$ cat src/rtl/wb_merge_if.sv
// Writeback-merge bus: pipe request, aux handshake, both register-file write
// ports and the pending-write interlock queries.
interface wb_merge_if;
  logic        pipe_we;
  logic [4:0]  pipe_rd;
  logic [31:0] pipe_data;
  logic        aux_valid;
  logic [4:0]  aux_rd;
  logic [31:0] aux_data;
  logic        aux_ready;
  logic        RegWrite;
  logic [4:0]  Write_register;
  logic [31:0] Write_data;
  logic        RegWrite2;
  logic [4:0]  Write_register2;
  logic [31:0] Write_data2;
  logic [4:0]  q_rd1;
  logic [4:0]  q_rd2;
  logic        q_busy1;
  logic        q_busy2;

  modport master (
    output pipe_we, pipe_rd, pipe_data, aux_valid, aux_rd, aux_data, q_rd1, q_rd2,
    input  aux_ready, RegWrite, Write_register, Write_data,
           RegWrite2, Write_register2, Write_data2, q_busy1, q_busy2
  );

  modport slave (
    input  pipe_we, pipe_rd, pipe_data, aux_valid, aux_rd, aux_data, q_rd1, q_rd2,
    output aux_ready, RegWrite, Write_register, Write_data,
           RegWrite2, Write_register2, Write_data2, q_busy1, q_busy2
  );
endinterface

$ cat src/rtl/wb_merge.sv
// Merges the main-pipeline writeback (registered port 1) with long-latency results
// queued in a small FIFO (port 2). Optional flush port enabled by WB_FLUSH_EN.
module wb_merge #(
  parameter int unsigned DEPTH = 4
) (
  input  logic      clk,
  input  logic      reset,
`ifdef WB_FLUSH_EN
  input  logic      flush,
`endif
  wb_merge_if.slave wb
);

  localparam int unsigned AW = $clog2(DEPTH);

  logic [AW:0]      wr_ptr, rd_ptr;
  logic [AW-1:0]    wr_idx, rd_idx;
  logic [4:0]       f_rd   [DEPTH];
  logic [31:0]      f_data [DEPTH];
  logic [DEPTH-1:0] f_live;
  logic             empty, full, push, pop, kill, flush_act;

`ifdef WB_FLUSH_EN
  assign flush_act = flush;
`else
  assign flush_act = 1'b0;
`endif

  always_comb begin
    wr_idx = wr_ptr[AW-1:0];
    rd_idx = rd_ptr[AW-1:0];
    empty  = (wr_ptr == rd_ptr);
    full   = (wr_ptr[AW] != rd_ptr[AW]) && (wr_idx == rd_idx);
    push   = wb.aux_valid && !full;
    pop    = !empty;
    kill   = wb.pipe_we && (wb.pipe_rd != '0);
  end

  always_ff @(posedge clk) begin
    if (reset) begin
      wr_ptr            <= '0;
      rd_ptr            <= '0;
      f_live            <= '0;
      wb.RegWrite       <= 1'b0;
      wb.Write_register <= '0;
      wb.Write_data     <= '0;
    end else begin
      wb.RegWrite       <= kill;
      wb.Write_register <= wb.pipe_rd;
      wb.Write_data     <= wb.pipe_data;
      if (flush_act) begin
        rd_ptr <= wr_ptr;
        f_live <= '0;
      end else begin
        if (push) wr_ptr <= wr_ptr + 1'b1;
        if (pop)  rd_ptr <= rd_ptr + 1'b1;
        // Live is cleared on pop too, so a set live bit always means "stored".
        for (int unsigned i = 0; i < DEPTH; i++) begin
          if (push && (AW'(i) == wr_idx)) begin
            f_rd[i]   <= wb.aux_rd;
            f_data[i] <= wb.aux_data;
            f_live[i] <= (wb.aux_rd != '0) && !(kill && (wb.aux_rd == wb.pipe_rd));
          end else if ((pop && (AW'(i) == rd_idx)) || (kill && (f_rd[i] == wb.pipe_rd))) begin
            f_live[i] <= 1'b0;
          end
        end
      end
    end
  end

  always_comb begin
    wb.aux_ready       = !full;
    wb.Write_register2 = f_rd[rd_idx];
    wb.Write_data2     = f_data[rd_idx];
    wb.RegWrite2       = !empty && f_live[rd_idx] && !reset && !flush_act;
    wb.q_busy1         = 1'b0;
    wb.q_busy2         = 1'b0;
    for (int unsigned i = 0; i < DEPTH; i++) begin
      if (f_live[i] && (f_rd[i] == wb.q_rd1)) wb.q_busy1 = 1'b1;
      if (f_live[i] && (f_rd[i] == wb.q_rd2)) wb.q_busy2 = 1'b1;
    end
    if (reset || (wb.q_rd1 == '0)) wb.q_busy1 = 1'b0;
    if (reset || (wb.q_rd2 == '0)) wb.q_busy2 = 1'b0;
  end

endmodule
$ cat src/flat_wrapper.sv
// flat-port wrapper written by rule: the top's interface ports become plain ports
module wb_merge_flat 
#(
  parameter int unsigned DEPTH = 4
)
  (clk, reset, wb_pipe_we, wb_pipe_rd, wb_pipe_data, wb_aux_valid, wb_aux_rd, wb_aux_data, wb_q_rd1, wb_q_rd2, wb_aux_ready, wb_RegWrite, wb_Write_register, wb_Write_data, wb_RegWrite2, wb_Write_register2, wb_Write_data2, wb_q_busy1, wb_q_busy2);
  wb_merge_if wb_i ();
  input  logic clk;
  input  logic reset;
  input wire logic [$bits(wb_i.pipe_we)-1:0] wb_pipe_we;
  input wire logic [$bits(wb_i.pipe_rd)-1:0] wb_pipe_rd;
  input wire logic [$bits(wb_i.pipe_data)-1:0] wb_pipe_data;
  input wire logic [$bits(wb_i.aux_valid)-1:0] wb_aux_valid;
  input wire logic [$bits(wb_i.aux_rd)-1:0] wb_aux_rd;
  input wire logic [$bits(wb_i.aux_data)-1:0] wb_aux_data;
  input wire logic [$bits(wb_i.q_rd1)-1:0] wb_q_rd1;
  input wire logic [$bits(wb_i.q_rd2)-1:0] wb_q_rd2;
  output wire logic [$bits(wb_i.aux_ready)-1:0] wb_aux_ready;
  output wire logic [$bits(wb_i.RegWrite)-1:0] wb_RegWrite;
  output wire logic [$bits(wb_i.Write_register)-1:0] wb_Write_register;
  output wire logic [$bits(wb_i.Write_data)-1:0] wb_Write_data;
  output wire logic [$bits(wb_i.RegWrite2)-1:0] wb_RegWrite2;
  output wire logic [$bits(wb_i.Write_register2)-1:0] wb_Write_register2;
  output wire logic [$bits(wb_i.Write_data2)-1:0] wb_Write_data2;
  output wire logic [$bits(wb_i.q_busy1)-1:0] wb_q_busy1;
  output wire logic [$bits(wb_i.q_busy2)-1:0] wb_q_busy2;
  assign wb_i.pipe_we = wb_pipe_we;
  assign wb_i.pipe_rd = wb_pipe_rd;
  assign wb_i.pipe_data = wb_pipe_data;
  assign wb_i.aux_valid = wb_aux_valid;
  assign wb_i.aux_rd = wb_aux_rd;
  assign wb_i.aux_data = wb_aux_data;
  assign wb_i.q_rd1 = wb_q_rd1;
  assign wb_i.q_rd2 = wb_q_rd2;
  assign wb_aux_ready = wb_i.aux_ready;
  assign wb_RegWrite = wb_i.RegWrite;
  assign wb_Write_register = wb_i.Write_register;
  assign wb_Write_data = wb_i.Write_data;
  assign wb_RegWrite2 = wb_i.RegWrite2;
  assign wb_Write_register2 = wb_i.Write_register2;
  assign wb_Write_data2 = wb_i.Write_data2;
  assign wb_q_busy1 = wb_i.q_busy1;
  assign wb_q_busy2 = wb_i.q_busy2;
  wb_merge #(.DEPTH(DEPTH)) u_core (.clk(clk), .reset(reset), .wb(wb_i));
endmodule
$ cat config.mk
export PLATFORM = sky130hd
export DESIGN_NAME = wb_merge_flat
export DESIGN_NICKNAME = d
export VERILOG_FILES = /design/src/rtl/wb_merge_if.sv /design/src/rtl/wb_merge.sv /design/src/flat_wrapper.sv
export SDC_FILE = /design/constraint.sdc
export NUM_CORES = 1
export LEC_CHECK = 0
export BUFFER_PORTS_ARGS = -buffer_cell sky130_fd_sc_hd__buf_2
export CORE_MARGIN = 2
export CORE_UTILIZATION = 25
export CTS_CLUSTER_SIZE = 14
export DETAILED_ROUTE_END_ITERATION = 8
export MAX_ROUTING_LAYER = met4
export PLACE_DENSITY = 0.55
export RECOVER_POWER = 50
export REMOVE_ABC_BUFFERS = 1
export SKIP_LAST_GASP = 1
export SLEW_MARGIN = 25
export SYNTH_ARGS = -nofsm -noshare
export SYNTH_HDL_FRONTEND = slang
export SYNTH_SLANG_ARGS = --single-unit
$ cat constraint.sdc
create_clock -name clk -period 4.4 [get_ports clk]
set_input_delay 0.22 -clock clk [delete_from_list [all_inputs] [get_ports clk]]
set_output_delay 0.22 -clock clk [all_outputs]
set_load 0.01 [all_outputs]
==> impl_metrics.py <==
metrics = {
    "power_and_ir_drop": {
        "p_per_area_mw_per_mm2": 465,
        "leakagePower_nw": 3.60,
        "vdd_drop_max_mv": 0.349,
        "total_power_mw": 4.80,
    },
    "setup_path": {
        "crit_path_end_kind": "output port",
        "cpMaxStageDelayCell": "clkbuf_1",
        "crit_chain": "clkbuf_1 -> clkbuf_1 -> o21bai_1 -> a31oi_1 -> buf_2",
        "crit_top_cell": "clkbuf_1",
        "worstSetupStartpoint": "reset",
        "cp_max_fo": 56,
        "critical_path_buf_inv_count": 3,
        "r2r_start": "u_core.rd_ptr[0]",
        "start_kind": "input port",
        "timing_worst_setup_path_type": "in2out",
        "cpLargestDelayFamily": "buffers and inverters",
        "critPathArrivalTime_ns": 2.69,
        "max_stage_delay_ns": 1.76,
        "cp.required_ns": 4.18,
    },
    "cts": {
        "cts_tree": "built",
        "clock_latency_ns": 0.45,
        "clock-sinks": 198,
        "cts_max_path_buffers": 2,
        "htree_levels": 4,
        "cts_root_buf": "clkbuf_16",
        "cts_buffers": 17,
        "cts.clk_slew.worst_paths_ns": 0.07,
        "ctsResizeCount": 0,
    },
    "final_layout": {
        "nets": 782,
        "drive_above_1_share_pct": 27.2,
        "design_area_mm2": 0.0103,
        "area_growth_pct": 31.0,
        "final_common_cell": "edfxtp_1",
        "final_util_pct": 33.0,
        "mostFrequentLayoutCells": "edfxtp_1, buf_2, clkbuf_1",
        "final_cells": 1101,
        "num_antenna_cells": 0,
    },
    "timing": {
        "hold-worst-slack_ns": 0.0382,
        "setup_viol": 0,
        "finalSetupTns_ns": 0,
        "rsz0062_at_grt": "false",
        "tightest_slew_ns": 2.43,
        "clock.fmax_mhz": 344,
        "relSlewSlack_pct": -62.0,
        "drv_slew": 57,
        "fin_crit_ns": 2.91,
        "final.setup.worst_slack_ns": 1.49,
        "period_share_pct": 66.1,
        "hold_violations": 0,
        "fin_skew_ns": 0.0177,
    },
    "floorplan": {
        "die_h_um": 182,
        "rows": 65,
        "initial_utilization_pct": 25.2,
        "die-area_mm2": 0.0330,
        "coreArea_mm2": 0.0313,
        "io_pins": 167,
        "die_w_um": 182,
    },
    "worst_hold_path": {
        "hold_class": "in2reg",
        "worst_hold_startpoint": "wb_pipe_data[13]",
    },
    "status": {
        "status": "finished, violations left",
        "violations": "capacitance limit, slew limit",
    },
    "global_route": {
        "top_usage_layer": "met2",
        "grt_pass1_wl_um": 28700,
        "grt_max_degree": 57,
        "use_met3_pct": 3.67,
        "grt_use_met2_pct": 19.0,
        "overflow": 0,
        "met1_usage_pct": 15.1,
        "track_usage_pct": 12.0,
        "antenna_found_initial": 0,
        "grt_pass1_vias": 4867,
    },
    "synthesis": {
        "synth-seq-cells": 198,
        "ys_types": 35,
        "netlist_area_mm2": 0.00788,
        "seq_area_frac_synth_pct": 69.1,
        "syn_inst": 461,
        "avgSynthCellArea_um2": 17.1,
        "synth_warnings": 0,
    },
    "place": {
        "gp_congestion": 0.754,
        "dp_hpwl_um": 11800,
        "port_buffers": 166,
        "dp.cells": 1006,
        "dpl_cell_area_mm2": 0.00917,
        "place_ws_ns": 2.00,
    },
    "route": {
        "drc": 0,
        "wl_um": 18600,
        "drt-initial-drc-count": 250,
        "route.detailed.wl_per_inst_um": 16.9,
        "via_per_inst": 4.20,
        "drtAntennaViolNets": 0,
        "drt-pass1-iter-count": 4,
        "vias": 4620,
    },
    "flow_run": {
        "max_cap_violations": 1,
    },
}
## kinds of logic after synthesis
family,count (synthesis),synth area share (%)
buffers and inverters,35,1.90
flip-flops,198,69.1
adder cells (fa/ha/maj),8,1.27
AO/OA/AOI/OAI,18,2.05
XOR/XNOR,72,8.00
AND/OR/NAND/NOR,92,6.84
multiplexers,38,10.9
## layout make-up
cell class	instances	area, um^2
clock buffer	17	425
multi-input combinational	228	2320
clock inverter	15	174
tap	402	503
timing repair buffer	236	1430
fill	3030	21000
inverter	5	18.8
sequential	198	5450
## synthesized netlist by cell type (all sizes together)
| library cell | instances | share of area [%] |
|---|---|---|
| a21oi | 2 | 0.13 |
| a221oi | 3 | 0.33 |
| a311oi | 1 | 0.33 |
| a31oi | 5 | 0.40 |
| a32o | 3 | 0.41 |
| and3 | 2 | 0.16 |
| buf | 10 | 0.71 |
| clkbuf | 20 | 0.95 |
| dfxtp | 50 | 13 |
| edfxtp | 148 | 56 |
| ha | 8 | 1.3 |
| inv | 5 | 0.24 |
| mux4 | 38 | 11 |
| nand2 | 4 | 0.19 |
| nand2b | 3 | 0.24 |
| nand3 | 6 | 0.38 |
| nand3b | 1 | 0.095 |
| nand4 | 4 | 0.32 |
| nand4b | 1 | 0.11 |
| nor2 | 12 | 0.57 |
| nor2b | 38 | 3.0 |
| nor3 | 5 | 0.32 |
| nor3b | 4 | 0.38 |
| nor4 | 8 | 0.63 |
| o21a | 1 | 0.19 |
| o21ai | 1 | 0.063 |
| o21bai | 2 | 0.19 |
| or4 | 4 | 0.43 |
| xnor2 | 21 | 2.3 |
| xor2 | 51 | 5.7 |
## timing repair
item / CTS / global route
hold buffers: 63 / 0
hold endpoints to repair: 159 / 0
buffers inserted: 0 / 0
## path summary, 6_finish.rpt
kind                              end  slack (ns)  cells after the start
max                        wb_q_busy2        1.49                      5
min          u_core.wb.Write_data[13]        0.04                      2
max reg2reg      u_core.f_data[3][11]        2.06                      5
min reg2reg          u_core.rd_ptr[2]        0.54                      2
## flip-flops by register name, summed over array words and instances, names as in the netlist, named ones only
signal	flops
u_core.rd_ptr	3
u_core.wr_ptr	3
u_core.f_rd	20
u_core.f_live	4
u_core.f_data	128
u_core.wb.RegWrite	1
u_core.wb.Write_data	32
u_core.wb.Write_register	5
## per-layer routing
metal,up-vias,wire length (um)
met1,2281,8610
met2,147,8690
li1,2179,-
met4,0,182
met3,13,1100
met5,-,0
## report_power, final
part	internal (mW)	switching [mW]
sequential	2.10	0.176
clock	0.772	0.794
combinational	0.513	0.440
## worst reg2reg max path: stages (launching register included)
cell and delay, ns:
dfxtp_1 0.48, xnor2_1 0.16, nand3_1 0.13, nand2_1 0.18, nor3b_4 0.67, buf_4 0.40
Power figures use the tool's default switching activity.
